**src/rtl/tqvp_bus_sequencer_pkg.sv**
```systemverilog
// Shared definitions for the TinyQV peripheral bus sequencer: size codes,
// FSM states, the queued command record and the read-data masking helper.
package tqvp_bus_sequencer_pkg;

  localparam logic [1:0] SZ_BYTE = 2'b00;
  localparam logic [1:0] SZ_HALF = 2'b01;
  localparam logic [1:0] SZ_WORD = 2'b10;
  localparam logic [1:0] SZ_IDLE = 2'b11;

  typedef enum logic [1:0] {
    ST_IDLE,
    ST_WRITE,
    ST_READ_WAIT,
    ST_RESP
  } state_e;

  typedef struct packed {
    logic        write;
    logic [1:0]  size;
    logic [5:0]  addr;
    logic [31:0] wdata;
  } cmd_t;

  localparam int CMD_W = $bits(cmd_t);

  // Read data is zero-extended to 32 bits according to the transfer size.
  function automatic logic [31:0] mask_to_size(input logic [1:0] size, input logic [31:0] data);
    logic [31:0] result;
    case (size)
      SZ_BYTE: result = {24'h0, data[7:0]};
      SZ_HALF: result = {16'h0, data[15:0]};
      SZ_WORD: result = data;
      default: result = 32'h0;
    endcase
    return result;
  endfunction

endpackage

```
**src/rtl/tqvp_bus_sequencer_if.sv**
```systemverilog
// Command and response channels between a requester (master) and the
// bus sequencer (slave).
interface tqvp_bus_sequencer_if;

  logic        cmd_valid;
  logic        cmd_ready;
  logic        cmd_write;
  logic [1:0]  cmd_size;
  logic [5:0]  cmd_addr;
  logic [31:0] cmd_wdata;

  logic        rsp_valid;
  logic        rsp_ready;
  logic [31:0] rsp_rdata;
  logic        rsp_write;
  logic        rsp_timeout;
  logic        rsp_err;

  modport master (
    output cmd_valid, cmd_write, cmd_size, cmd_addr, cmd_wdata, rsp_ready,
    input  cmd_ready, rsp_valid, rsp_rdata, rsp_write, rsp_timeout, rsp_err
  );

  modport slave (
    input  cmd_valid, cmd_write, cmd_size, cmd_addr, cmd_wdata, rsp_ready,
    output cmd_ready, rsp_valid, rsp_rdata, rsp_write, rsp_timeout, rsp_err
  );

endinterface

```
**src/rtl/tqvp_cmd_fifo.sv**
```systemverilog
// Synchronous command FIFO. A simultaneous push and pop succeeds even when
// full (slot is recycled) or empty (write data bypasses to the read port).
module tqvp_cmd_fifo #(
  parameter int DEPTH = 4,
  parameter int WIDTH = 41
) (
  input  logic             clk,
  input  logic             rst_n,
  input  logic             i_push,
  input  logic [WIDTH-1:0] i_wdata,
  input  logic             i_pop,
  output logic [WIDTH-1:0] o_rdata,
  output logic             o_full,
  output logic             o_empty
);

  localparam int AW = (DEPTH > 1) ? $clog2(DEPTH) : 1;

  logic [WIDTH-1:0] r_mem [DEPTH];
  logic [AW:0]      r_wr_ptr;
  logic [AW:0]      r_rd_ptr;
  logic             w_do_push;
  logic             w_do_pop;

  // Pointers carry one extra wrap bit so full and empty are distinguishable.
  assign o_empty   = (r_wr_ptr == r_rd_ptr);
  assign o_full    = (r_wr_ptr[AW] != r_rd_ptr[AW]) &&
                     (r_wr_ptr[AW-1:0] == r_rd_ptr[AW-1:0]);
  assign w_do_push = i_push && (!o_full || i_pop);
  assign w_do_pop  = i_pop && (!o_empty || i_push);
  assign o_rdata   = o_empty ? i_wdata : r_mem[r_rd_ptr[AW-1:0]];

  // NOTE: storage has no reset; the pointers alone define which entries are valid.
  always_ff @(posedge clk) begin
    if (w_do_push) begin
      r_mem[r_wr_ptr[AW-1:0]] <= i_wdata;
    end
  end

  // NOTE: state updates use <= so every flop samples pre-edge values of its peers.
  always_ff @(posedge clk or negedge rst_n) begin
    if (!rst_n) begin
      r_wr_ptr <= '0;
      r_rd_ptr <= '0;
    end else begin
      if (w_do_push) begin
        r_wr_ptr <= r_wr_ptr + 1'b1;
      end
      if (w_do_pop) begin
        r_rd_ptr <= r_rd_ptr + 1'b1;
      end
    end
  end

endmodule

```
**src/rtl/tqvp_bus_sequencer.sv**
```systemverilog
// Queues peripheral commands and plays them one at a time onto the TinyQV
// peripheral bus, returning one response per command; also latches user IRQs.
module tqvp_bus_sequencer
  import tqvp_bus_sequencer_pkg::*;
#(
  parameter int DEPTH   = 4,
  parameter int TIMEOUT = 255
) (
  input  logic                       clk,
  input  logic                       rst_n,
  tqvp_bus_sequencer_if.slave        s_bus,
  output logic [5:0]                 address,
  output logic [31:0]                data_in,
  output logic [1:0]                 data_write_n,
  output logic [1:0]                 data_read_n,
  input  logic [31:0]                data_out,
  input  logic                       data_ready,
  input  logic                       user_interrupt,
  output logic                       irq_pending,
  input  logic                       irq_clear,
  output logic                       busy
);

  localparam int             CW        = 10;
  localparam logic [CW-1:0]  WAIT_LAST = CW'(TIMEOUT - 1);

  state_e        r_state;
  state_e        w_next_state;
  cmd_t          w_fifo_wdata;
  cmd_t          w_head;
  logic          w_fifo_full;
  logic          w_fifo_empty;
  logic          w_push;
  logic          w_pop;
  logic          w_rd_done;
  logic          w_rd_expire;
  logic          w_rsp_done;

  logic [5:0]    r_address;
  logic [31:0]   r_data_in;
  logic [1:0]    r_size;
  logic [CW-1:0] r_wait_cnt;
  logic [31:0]   r_rsp_rdata;
  logic          r_rsp_write;
  logic          r_rsp_timeout;
  logic          r_rsp_err;
  logic          r_irq_prev;
  logic          r_irq_pending;

  assign w_fifo_wdata = '{write: s_bus.cmd_write, size: s_bus.cmd_size,
                          addr: s_bus.cmd_addr, wdata: s_bus.cmd_wdata};
  assign w_push       = s_bus.cmd_valid && !w_fifo_full;

  tqvp_cmd_fifo #(
    .DEPTH (DEPTH),
    .WIDTH (CMD_W)
  ) u_cmd_fifo (
    .clk     (clk),
    .rst_n   (rst_n),
    .i_push  (w_push),
    .i_wdata (w_fifo_wdata),
    .i_pop   (w_pop),
    .o_rdata (w_head),
    .o_full  (w_fifo_full),
    .o_empty (w_fifo_empty)
  );

  always_ff @(posedge clk or negedge rst_n) begin
    if (!rst_n) begin
      r_state <= ST_IDLE;
    end else begin
      r_state <= w_next_state;
    end
  end

  // NOTE: every signal gets a default first, so no path can leave one unassigned (latch).
  always_comb begin
    w_next_state = r_state;
    w_pop        = 1'b0;
    w_rd_done    = 1'b0;
    w_rd_expire  = 1'b0;
    w_rsp_done   = 1'b0;
    case (r_state)
      ST_IDLE: begin
        if (!w_fifo_empty) begin
          w_pop = 1'b1;
          if (w_head.size == SZ_IDLE) begin
            w_next_state = ST_RESP;
          end else if (w_head.write) begin
            w_next_state = ST_WRITE;
          end else begin
            w_next_state = ST_READ_WAIT;
          end
        end
      end
      ST_WRITE: begin
        w_next_state = ST_RESP;
      end
      ST_READ_WAIT: begin
        if (data_ready) begin
          w_rd_done    = 1'b1;
          w_next_state = ST_RESP;
        end else if (r_wait_cnt == WAIT_LAST) begin
          w_rd_expire  = 1'b1;
          w_next_state = ST_RESP;
        end
      end
      ST_RESP: begin
        if (s_bus.rsp_ready) begin
          w_rsp_done   = 1'b1;
          w_next_state = ST_IDLE;
        end
      end
      default: begin
        w_next_state = ST_IDLE;
      end
    endcase
  end

  // Strobes decode straight from the state register, so they can never overlap.
  assign data_write_n = (r_state == ST_WRITE)     ? r_size : SZ_IDLE;
  assign data_read_n  = (r_state == ST_READ_WAIT) ? r_size : SZ_IDLE;

  always_ff @(posedge clk or negedge rst_n) begin
    if (!rst_n) begin
      r_address     <= '0;
      r_data_in     <= '0;
      r_size        <= SZ_IDLE;
      r_wait_cnt    <= '0;
      r_rsp_rdata   <= '0;
      r_rsp_write   <= 1'b0;
      r_rsp_timeout <= 1'b0;
      r_rsp_err     <= 1'b0;
    end else begin
      if (w_pop) begin
        r_address <= w_head.addr;
        r_data_in <= w_head.wdata;
        r_size    <= w_head.size;
      end

      if ((r_state == ST_READ_WAIT) && (w_next_state == ST_READ_WAIT)) begin
        r_wait_cnt <= r_wait_cnt + 1'b1;
      end else begin
        r_wait_cnt <= '0;
      end

      if (w_pop && (w_head.size == SZ_IDLE)) begin
        r_rsp_err   <= 1'b1;
        r_rsp_write <= w_head.write;
        r_rsp_rdata <= '0;
      end else if (r_state == ST_WRITE) begin
        r_rsp_write <= 1'b1;
        r_rsp_rdata <= '0;
      end else if (w_rd_done) begin
        r_rsp_write <= 1'b0;
        r_rsp_rdata <= mask_to_size(r_size, data_out);
      end else if (w_rd_expire) begin
        r_rsp_write   <= 1'b0;
        r_rsp_timeout <= 1'b1;
        r_rsp_rdata   <= '0;
      end else if (w_rsp_done) begin
        r_rsp_write   <= 1'b0;
        r_rsp_timeout <= 1'b0;
        r_rsp_err     <= 1'b0;
        r_rsp_rdata   <= '0;
      end
    end
  end

  // A new rising edge outranks a same-cycle clear.
  always_ff @(posedge clk or negedge rst_n) begin
    if (!rst_n) begin
      r_irq_prev    <= 1'b0;
      r_irq_pending <= 1'b0;
    end else begin
      r_irq_prev    <= user_interrupt;
      r_irq_pending <= (user_interrupt && !r_irq_prev) || (r_irq_pending && !irq_clear);
    end
  end

  assign s_bus.cmd_ready   = !w_fifo_full;
  assign s_bus.rsp_valid   = (r_state == ST_RESP);
  assign s_bus.rsp_rdata   = r_rsp_rdata;
  assign s_bus.rsp_write   = r_rsp_write;
  assign s_bus.rsp_timeout = r_rsp_timeout;
  assign s_bus.rsp_err     = r_rsp_err;

  assign address     = r_address;
  assign data_in     = r_data_in;
  assign irq_pending = r_irq_pending;
  assign busy        = !w_fifo_empty || (r_state != ST_IDLE);

endmodule

```
**src/flat_wrapper.sv**
```systemverilog
// flat-port wrapper written by rule: the top's interface ports become plain ports
module tqvp_bus_sequencer_flat import tqvp_bus_sequencer_pkg::*;
#(
  parameter int DEPTH   = 4,
  parameter int TIMEOUT = 255
)
  (clk, rst_n, address, data_in, data_write_n, data_read_n, data_out, data_ready, user_interrupt, irq_pending, irq_clear, busy, s_bus_cmd_valid, s_bus_cmd_write, s_bus_cmd_size, s_bus_cmd_addr, s_bus_cmd_wdata, s_bus_rsp_ready, s_bus_cmd_ready, s_bus_rsp_valid, s_bus_rsp_rdata, s_bus_rsp_write, s_bus_rsp_timeout, s_bus_rsp_err);
  tqvp_bus_sequencer_if s_bus_i ();
  input  logic clk;
  input  logic rst_n;
  output logic [5:0] address;
  output logic [31:0] data_in;
  output logic [1:0] data_write_n;
  output logic [1:0] data_read_n;
  input  logic [31:0] data_out;
  input  logic data_ready;
  input  logic user_interrupt;
  output logic irq_pending;
  input  logic irq_clear;
  output logic busy;
  input wire logic [$bits(s_bus_i.cmd_valid)-1:0] s_bus_cmd_valid;
  input wire logic [$bits(s_bus_i.cmd_write)-1:0] s_bus_cmd_write;
  input wire logic [$bits(s_bus_i.cmd_size)-1:0] s_bus_cmd_size;
  input wire logic [$bits(s_bus_i.cmd_addr)-1:0] s_bus_cmd_addr;
  input wire logic [$bits(s_bus_i.cmd_wdata)-1:0] s_bus_cmd_wdata;
  input wire logic [$bits(s_bus_i.rsp_ready)-1:0] s_bus_rsp_ready;
  output wire logic [$bits(s_bus_i.cmd_ready)-1:0] s_bus_cmd_ready;
  output wire logic [$bits(s_bus_i.rsp_valid)-1:0] s_bus_rsp_valid;
  output wire logic [$bits(s_bus_i.rsp_rdata)-1:0] s_bus_rsp_rdata;
  output wire logic [$bits(s_bus_i.rsp_write)-1:0] s_bus_rsp_write;
  output wire logic [$bits(s_bus_i.rsp_timeout)-1:0] s_bus_rsp_timeout;
  output wire logic [$bits(s_bus_i.rsp_err)-1:0] s_bus_rsp_err;
  assign s_bus_i.cmd_valid = s_bus_cmd_valid;
  assign s_bus_i.cmd_write = s_bus_cmd_write;
  assign s_bus_i.cmd_size = s_bus_cmd_size;
  assign s_bus_i.cmd_addr = s_bus_cmd_addr;
  assign s_bus_i.cmd_wdata = s_bus_cmd_wdata;
  assign s_bus_i.rsp_ready = s_bus_rsp_ready;
  assign s_bus_cmd_ready = s_bus_i.cmd_ready;
  assign s_bus_rsp_valid = s_bus_i.rsp_valid;
  assign s_bus_rsp_rdata = s_bus_i.rsp_rdata;
  assign s_bus_rsp_write = s_bus_i.rsp_write;
  assign s_bus_rsp_timeout = s_bus_i.rsp_timeout;
  assign s_bus_rsp_err = s_bus_i.rsp_err;
  tqvp_bus_sequencer #(.DEPTH(DEPTH), .TIMEOUT(TIMEOUT)) u_core (.clk(clk), .rst_n(rst_n), .s_bus(s_bus_i), .address(address), .data_in(data_in), .data_write_n(data_write_n), .data_read_n(data_read_n), .data_out(data_out), .data_ready(data_ready), .user_interrupt(user_interrupt), .irq_pending(irq_pending), .irq_clear(irq_clear), .busy(busy));
endmodule
```
**config.mk**
```make
export PLATFORM = sky130hd
export DESIGN_NAME = tqvp_bus_sequencer_flat
export DESIGN_NICKNAME = d
export VERILOG_FILES = /design/src/rtl/tqvp_bus_sequencer_pkg.sv /design/src/rtl/tqvp_bus_sequencer_if.sv /design/src/rtl/tqvp_cmd_fifo.sv /design/src/rtl/tqvp_bus_sequencer.sv /design/src/flat_wrapper.sv
export SDC_FILE = /design/constraint.sdc
export NUM_CORES = 1
export LEC_CHECK = 0
export ABC_AREA = 1
export CORE_MARGIN = 2
export CORE_UTILIZATION = 26
export DETAILED_ROUTE_END_ITERATION = 8
export SLEW_MARGIN = 20
export SYNTH_ARGS = -nofsm -noshare
export SYNTH_HDL_FRONTEND = slang
export SYNTH_SLANG_ARGS = --single-unit
```
**constraint.sdc**
```tcl
create_clock -name clk -period 7.4 [get_ports clk]
set_input_delay 0.74 -clock clk [delete_from_list [all_inputs] [get_ports clk]]
set_output_delay 0.74 -clock clk [all_outputs]
set_load 0.05 [all_outputs]
```
# ---- Word level (Yosys, flattened, before mapping)
# Memory sizes are Yosys's and may differ from the RTL's.
# Cells that the tools add are included.
dict set report op_classes {
  muxes 38
  bitwise_logic 3
  n_addsub 3
  reduce_logical 24
  eq_ne 14
}
# op n
set ops {}
lappend ops {{two-way mux 32 bit} 5}
lappend ops {{one-hot mux 32 bit (3 select lines)} 1}
lappend ops {{two-way mux 41 bit} 1}
lappend ops {{two-way mux 1 bit} 21}
lappend ops {{two-way mux 2 bit} 8}
lappend ops {{adder 10 x 1 -> 10 bit, second input constant} 1}
lappend ops {{== test 10 x 8 -> 1 bit, second input constant} 1}
lappend ops {{== test 2 bit, second input constant} 5}
lappend ops {{two-way mux 10 bit} 1}
lappend ops {{logical AND 1 bit} 8}
lappend ops {{one-hot mux 2 bit (4 select lines)} 1}
lappend ops {{AND reduction 4 bit} 2}
lappend ops {{adder 3 x 1 -> 3 bit, second input constant} 2}
lappend ops {{!= test 2 bit, second input constant} 3}
lappend ops {{nonzero test 2 bit} 3}
lappend ops {{nonzero test 5 bit} 1}
lappend ops {{== test 2 x 1 -> 1 bit, second input constant} 2}
lappend ops {{zero test 1 bit} 4}
lappend ops {{zero test 2 bit} 2}
lappend ops {{logical OR 1 bit} 4}
lappend ops {{== test 3 bit} 1}
lappend ops {{inverter 1 bit} 3}
lappend ops {{== test 2 bit} 1}
lappend ops {{!= test 1 bit} 1}
dict set report word_totals {
  elab_cells 96
  mem_count 1
  output_inout_bits 81
  ramBits 164
  regBits 95
  in_bits 80
}
# name depth width read_ports rd_ports_with_merged_regs write_ports line
set mem_list {}
lappend mem_list {u_core.u_cmd_fifo.r_mem 4 41 1 0 1 tqvp_cmd_fifo.sv:19} ;# logic [WIDTH-1:0] r_mem [DEPTH];

# ---- Depth between registers and ports, before layout
# Gate-level depths: netlist of the first run.
dict set report logic_depth {
  ltp_word 9
  depth_mapped 12
  mapped_depth_nobuf 11
}

# ---- Modules after synthesis
# Synthesis of the first run repeated with hierarchy kept, for this count alone.
dict set report unflattened {
  hier_cells 1059
  hier_area_um2 10910.5
}
# module seq_area_each_um2 area_each_um2 cells_each n_inst
set modules_own_cells {}
lappend modules_own_cells {tqvp_cmd_fifo 5074.9 7130.6 633 1}
lappend modules_own_cells {tqvp_bus_sequencer 2229.6 3779.9 426 1}

# ---- Least setup slack after synthesis of the first run
# No wires, ideal clock.
dict set report synth_timing {
  kind {flip-flop to flip-flop}
  startpoint {register u_core.u_cmd_fifo.r_rd_ptr[1]}
  endpoint {memory u_core.u_cmd_fifo.r_mem[3][0], enable pin}
  t_required_ns 6.958
  path_buffers 1
  path_stages_with_launch 7
  t_arrival_ns 3.125
  period_less_slack_ns 3.568
  path_slack_ns 3.832
  setup_time_ns 0.442
  cell_sequence {dfrtp_1 buf_6 nand2_1 nand2_4 nand3_1 nand2_2 nor2_1}
}
dict set report synth_via {
  elab_chain_cells 7
  word_cells_on_any_way 11
  cone_classes {eq/ne (2); mux (4); reduce/logical (5)}
}
# element line
set synth_lines {}
lappend synth_lines {{from (decl)} tqvp_cmd_fifo.sv:21} ;# logic [AW:0] r_rd_ptr;
lappend synth_lines {{from (signal assigned)} tqvp_cmd_fifo.sv:50} ;# r_rd_ptr <= r_rd_ptr + 1'b1;
lappend synth_lines {{== test 2 bit *} tqvp_cmd_fifo.sv:28} ;# (r_wr_ptr[AW-1:0] == r_rd_ptr[AW-1:0]);
lappend synth_lines {{logical AND 1 bit *} tqvp_cmd_fifo.sv:27} ;# assign o_full = (r_wr_ptr[AW] != r_rd_ptr[AW]) &&
lappend synth_lines {{zero test 1 bit *} --}
lappend synth_lines {{via s_bus_cmd_ready} flat_wrapper.sv:27} ;# output wire logic [$bits(s_bus_i.cmd_ready)-1:0] s_bus_cmd_ready;
lappend synth_lines {{logical AND 1 bit or logical OR 1 bit (tied branches)} {tqvp_bus_sequencer.sv:52, tqvp_cmd_fifo.sv:29}}
lappend synth_lines {{logical AND 1 bit *} tqvp_cmd_fifo.sv:29} ;# assign w_do_push = i_push && (!o_full || i_pop);
lappend synth_lines {{two-way mux 1 bit *} tqvp_cmd_fifo.sv:35} ;# if (w_do_push) begin
lappend synth_lines {{two-way mux 1 bit (not written as such) *} tqvp_cmd_fifo.sv:36} ;# r_mem[r_wr_ptr[AW-1:0]] <= i_wdata;
lappend synth_lines {{to (decl)} tqvp_cmd_fifo.sv:19}
# Mark *: on every way through the listed nets, which the timed path passes. The rest lies on a longest branch.

# ---- Worst setup path in the final report of the first run
dict set report layout_timing {
  startpoint {register u_core.u_cmd_fifo.r_rd_ptr[0]}
  endpoint {output port busy}
}
dict set report layout_via {
  elab_chain_cells 3
}
# element line
set layout_lines {}
lappend layout_lines {{== test 3 bit} tqvp_cmd_fifo.sv:26} ;# assign o_empty = (r_wr_ptr == r_rd_ptr);
lappend layout_lines {{zero test 1 bit} --}
lappend layout_lines {{logical OR 1 bit} tqvp_bus_sequencer.sv:191} ;# assign busy = !w_fifo_empty || (r_state != ST_IDLE);
lappend layout_lines {{to (decl)} flat_wrapper.sv:20} ;# output logic busy;
# Every way passes these cells.

==> run metrics, run 1 <==
number of synthesized flops with an enable pin=164; Post-DRT Antenna Nets=0; Reg2Reg Setup Slack=4.56 ns; Area Overhead vs Synth=28.8%; vias in the first global route=6978; slew margin rel.=36.6%; WL/cell=16.0 um; clk slew on worst S/H paths=0.06 ns; final core occ=33.7%; Crit Reg-Reg Endpoint=u_core.u_cmd_fifo.r_mem[3][11]; setup_tns=0 ns; Filler Cell Count=3960; synthesized flop and latch total=259; CP startpoint=u_core.u_cmd_fifo.r_rd_ptr[0]; maxcap violations=0; Min-Delay Path Class=input pin to async pin; vias=7048; clk sinks=259; register area=0.00731 mm^2; syn avg cell area=11.6 um^2; CTS tree=built; worst setup path category=flip-flop to output pin; startpoint types=flip-flop; core area=0.0395 mm^2; worst r2r path cells=7; # hold bufs at CTS=0; Root Driver=clkbuf_16; chip height=203 um; layout cells sized above 1=8.11%; total CTS buffers=28; clk_skew=0.0245 ns; Post-CTS Setup Bufs=0; largest net degree at the start of global routing=86; Slew Limit Fails=0; H-Tree Depth=1; DRC viols=0; minimum clock period=3.65 ns; Tot GR Track Use=12.1%; synthesized net count=976; Final period util=49.3%; vias per cell=4.44; CP arrival=2.91 ns; initial DRC count=376; initial antenna violation count=0; setup violators final=0; Synth Cell Area=0.0103 mm^2; FP Rows=73; final wirelength=25300 um; die area=0.0414 mm^2; CP max FO=85; Pleak=4.97 nW; post-DP HPWL=14700 um; GP Congestion=0.762; YS warnings=0; I/O pins=161; crit path to=busy; sequential-to-total area share from yosys stat=70.7%; RSZ-0062 raised after global routing=no; starting density of the core=26.2%; Resized Gates After CTS=0; crit end category=output pin; reg2reg start=u_core.u_cmd_fifo.r_rd_ptr[0]; run status=finished, final reports clean; GRT overflow=0; Peak Freq=274 MHz; most common cell after layout, fill and taps aside=nor2_1; Synth Flop Type=edfxtp_1; worst vdd ir=0.243 mV; Yosys cell types=35; worst-case clock buffer depth=3; commonest non-fill, non-tap cells in the layout=nor2_1, edfxtp_1, clkdlybuf4s50_1; Die Width=203 um; Critical Path RT=6.66 ns; Syn Inst Count=889; Multi-input gate area=0.00262 mm^2; Worst-Skew Late Latency=0.56 ns; Port Buf Inserts=160; drt first pass iters=5; first-pass GRT wire length=39200 um; Post-synth ARST share=36.7%; PwrDens=437 mW/mm^2; Fin. Hold Viols=0; worst-margin pin slew=0.950 ns; Min Hold Slack=0.304 ns; antenna cells=0; nets=1126
==> per-stage QoR <==
stage | area, um^2 | power, mW | cells | setup slack [ns]
2_1_floorplan | 10300 | 3.75 | 889 | 3.83
3_3_place_gp | 12400 | 4.48 | 1534 | 4.31
3_5_place_dp | 12400 | 4.52 | 1534 | 4.30
4_1_cts | 13300 | 5.91 | 1586 | 3.71
5_1_grt | 13300 | 6.18 | 1586 | 3.54
6_report | 13300 | 5.82 | 1586 | 3.75
==> cell families after synthesis <==
family	Yosys count	share of synthesized area, %
AOI/OAI and AO/OA	126	6.63
xor gates and xnor gates	10	0.848
buffers and inverters	91	4.36
and+or+nand+nor	396	16.6
DFF	259	70.7
adders and majority gates	7	0.847
==> Yosys cell counts (2+ instances only) <==
library cell,n,share of area (%)
o21ai_0,80,3.9
nand4_1,35,2.1
nor2_1,208,7.6
a31oi_1,38,2.3
ha_1,7,0.85
o22ai_1,2,0.12
dfrtp_1,93,23
nand3_1,43,2.1
clkbuf_1,14,0.51
o21ai_1,3,0.15
inv_2,6,0.22
nor3_2,2,0.19
inv_1,35,1.3
nand2_2,6,0.36
nand2_1,90,3.3
nand2_4,2,0.22
dfstp_2,2,0.51
nand3_4,2,0.34
buf_1,3,0.11
xor2_1,9,0.76
edfxtp_1,164,48
buf_4,4,0.29
nor3_1,3,0.15
buf_6,9,0.98
buf_2,19,0.92
==> registers in the layout, summed over array words and instances, names as in the netlist, 2 cells and up <==
register	cells
u_core.address	6
u_core.u_cmd_fifo.r_rd_ptr	3
u_core.u_cmd_fifo.r_wr_ptr	3
u_core.r_state	2
u_core.data_in	32
u_core.r_size	2
u_core.r_wait_cnt	10
u_core.s_bus.rsp_rdata	32
u_core.u_cmd_fifo.r_mem	164
==> how the worst min path moves through the flow <==
| stage | slack [ns] | end |
|---|---|---|
| final | 0.30 | u_core.s_bus.rsp_rdata[2] |
| after global routing | 0.36 | u_core.s_bus.rsp_rdata[2] |
| after CTS | 0.32 | u_core.s_bus.rsp_rdata[2] |
| after detailed placement | 0.44 | u_core.irq_pending |
| after global placement | 0.43 | u_core.irq_pending |
| after floorplan | 0.42 | u_core.irq_pending |
==> critical path: stages (launching register included) <==
cell,delay [ns]
dfrtp_4,1.04
nand2_1,0.15
nand2_2,0.18
nand2_2,0.07
nor2_2,0.09
nand2_1,0.07
clkdlybuf4s50_1,0.76
==> power by group <==
part,internal [mW],switching [mW]
registers,1.96,0.241
clock network,0.787,0.578
logic,0.673,1.58
total,3.42,2.40
==> metal layers <==
layer | GRT usage [%] | vias up | wire length, um
met5 | 0 | - | 0
met4 | 2.71 | 0 | 518
met3 | 2.70 | 38 | 1670
met2 | 19.8 | 219 | 11700
met1 | 16.2 | 3409 | 11500
li1 | - | 3382 | -
==> cell type report <==
class / instances / share of cell area (%)
sequential: 259 / 54.9
multi-input combinational: 539 / 19.6
timing repair buffer: 169 / 12.5
clock buffer: 40 / 5.99
tap: 525 / 4.93
inverter: 42 / 1.21
clock inverter: 12 / 0.808
No activity file was read; power rests on OpenSTA's default activity.
==> run 2, diff against run 1 <==
==> constraint.sdc (replaced) <==
create_clock -name clk -period 3.65 [get_ports clk]
set_input_delay 0.365 -clock clk [delete_from_list [all_inputs] [get_ports clk]]
set_output_delay 0.365 -clock clk [all_outputs]
set_load 0.05 [all_outputs]
==> run metrics, run 2 (same netlist as run 1, synthesis figures left out) <==
Worst-Skew Late Latency=0.56 ns (about the same); CP max FO=43 (-49%); worst-margin pin slew=0.899 ns (-0.0514 ns); RSZ-0062 raised after global routing=no; I/O pins=161 (unchanged); CTS tree=built; drt first pass iters=5 (unchanged); Post-CTS Setup Bufs=0 (unchanged); FP Rows=73 (unchanged); post-DP HPWL=16200 um (+10%); Finished Cell Area=0.0134 mm^2 (+0.47%); Pleak=5.02 nW (+0.90%); clk sinks=259 (unchanged); clk slew on worst S/H paths=0.06 ns (about the same); Fin. Hold Viols=0 (unchanged); worst setup path category=flip-flop to flip-flop; Die Width=203 um (unchanged); WP buf/inv=2 (+1); Critical Path RT=4.14 ns (-2.52 ns); Largest stage delay, worst path=0.63 ns (-0.41 ns); setup_tns=0 ns (unchanged); layout cells sized above 1=8.71% (+0.60 points); starting density of the core=26.2% (unchanged); vias per cell=4.51 (+1.5%); vias=7184 (+1.9%); final core occ=33.9% (+0.16 points); Multi-input gate area=0.00261 mm^2 (-0.14%); PwrDens=884 mW/mm^2 (+100%); startpoint types=flip-flop; clk_skew=0.00981 ns (-0.0147 ns); nets=1133 (+0.62%); Tot GR Track Use=12.5% (+0.41 points); CP arrival=3.04 ns (+0.13 ns); Root Driver=clkbuf_16; crit end category=flip-flop; worst path cell trace=inv_2 > nand2_1 > nand2_2 > nand3_4 > nand2_4 > clkinv_2 > nand3_4 > nand4_1 > nand2_1; most common cell after layout, fill and taps aside=nor2_1; initial DRC count=465 (+24%); final wirelength=26200 um (+3.6%); vias in the first global route=6977 (-0.014%); Worst path top cell family by delay=simple AND/OR/NAND/NOR gates; chip height=203 um (unchanged); Area Overhead vs Synth=29.4%; DRC viols=0 (unchanged); WL/cell=16.5 um (+3.2%); core area=0.0395 mm^2 (unchanged); Slew Limit Fails=0 (unchanged); H-Tree Depth=1 (unchanged); Port Buf Inserts=160 (unchanged); die area=0.0414 mm^2 (unchanged); largest net degree at the start of global routing=84 (-2.3%); CP max-delay cell=dfrtp_4; commonest non-fill, non-tap cells in the layout=nor2_1, edfxtp_1, clkdlybuf4s50_1; register area=0.00731 mm^2 (unchanged); first-pass GRT wire length=40300 um (+2.7%); Filler Cell Count=3939 (-0.53%); worst-case clock buffer depth=3 (unchanged); run status=finished, final reports clean; slew margin rel.=40.1% (+3.4 points); Peak Freq=392 MHz; Post-DRT Antenna Nets=0 (unchanged); Final Power=11.8 mW (+100%); Min-Delay Path Class=input pin to flip-flop; initial antenna violation count=2 (+2); GP Congestion=0.803 (+5.4%); setup violators final=0 (unchanged); minimum clock period=2.55 ns; Final period util=69.9%; maxcap violations=0 (unchanged); worst vdd ir=0.458 mV (+89%); antenna cells=0 (unchanged); GRT overflow=0 (unchanged); max reg flops=164 (unchanged); total CTS buffers=28 (unchanged); Placed Area=0.0125 mm^2 (+0.59%)
==> run 2: changes by cell type in the layout (fill, tap and decap cells not counted), moves of 2 or more <==
cell	change
buf_4	+5
clkbuf_1	-4
buf_12	+3
clkinv_1	+3
clkbuf_8	+2
clkdlybuf4s50_1	-2
==> run 2: layout make-up <==
cell class | count | area share (%)
flip-flops and latches | 259 | 54.6
multi-input cells | 539 | 19.5
repair buffers | 176 | 13.1
clock buffers | 37 | 5.86
well taps | 525 | 4.91
inverters | 42 | 1.21
clock inverters | 15 | 0.739
==> run 2: worst reg2reg max path, cell delays in order (launching register included) <==
cell and delay [ns]:
dfrtp_4 0.63, inv_2 0.10, nand2_1 0.06, nand2_2 0.12, nand3_4 0.11, nand2_4 0.09, clkinv_2 0.50, nand3_4 0.60
nand4_1 0.17, nand2_1 0.09
==> run 2: per-stage QoR <==
| stage | hold slack [ns] | worst slack [ns] | std cells |
|---|---|---|---|
| finish | 0.278 | 1.10 | 1593 |
| global route | 0.270 | 0.783 | 1593 |
| CTS | 0.242 | 1.04 | 1593 |
| detailed placement | 0.441 | 1.06 | 1540 |
| global placement | 0.432 | 1.12 | 1540 |
| floorplan | 0.0694 | 0.0824 | 889 |
==> run 2: path summary, 6_finish.rpt <==
| path | start | end | slack [ns] | cells after the start |
|---|---|---|---|---|
| worst max-delay path | u_core.u_cmd_fifo.r_rd_ptr[0] | u_core.s_bus.rsp_rdata[29] | 1.10 | 9 |
| worst min-delay path | user_interrupt | u_core.r_irq_prev | 0.28 | 1 |
| worst max register to register | u_core.u_cmd_fifo.r_rd_ptr[0] | u_core.s_bus.rsp_rdata[29] | 1.10 | 9 |
| worst min register to register | u_core.r_irq_prev | u_core.irq_pending | 0.45 | 1 |
| max in group asynchronous | rst_n | u_core.s_bus.rsp_rdata[18] | 2.30 | 3 |
| min in group asynchronous | rst_n | u_core.s_bus.rsp_rdata[9] | 0.47 | 2 |
==> run 2: routing by layer <==
layer	track usage, %	up-vias	part of all wire [%]
li1	-	3393	-
met1	16.9	3481	45
met2	20.1	265	45
met3	3.08	41	7.8
met4	3.02	4	2.1
met5	0	-	0.095
==> run 2: what timing repair did <==
action                                 in CTS  in global routing
resized for setup                           0                  0
hold buffers                                1                  0
endpoints found under the hold margin      57                  0
==> run 2: power by group <==
part           switching, mW  internal, mW  total (mW)
combinational           3.32          1.41        4.73
clock                   1.18          1.52        2.70
sequential             0.425          3.97        4.39
total                   4.92          6.90        11.8
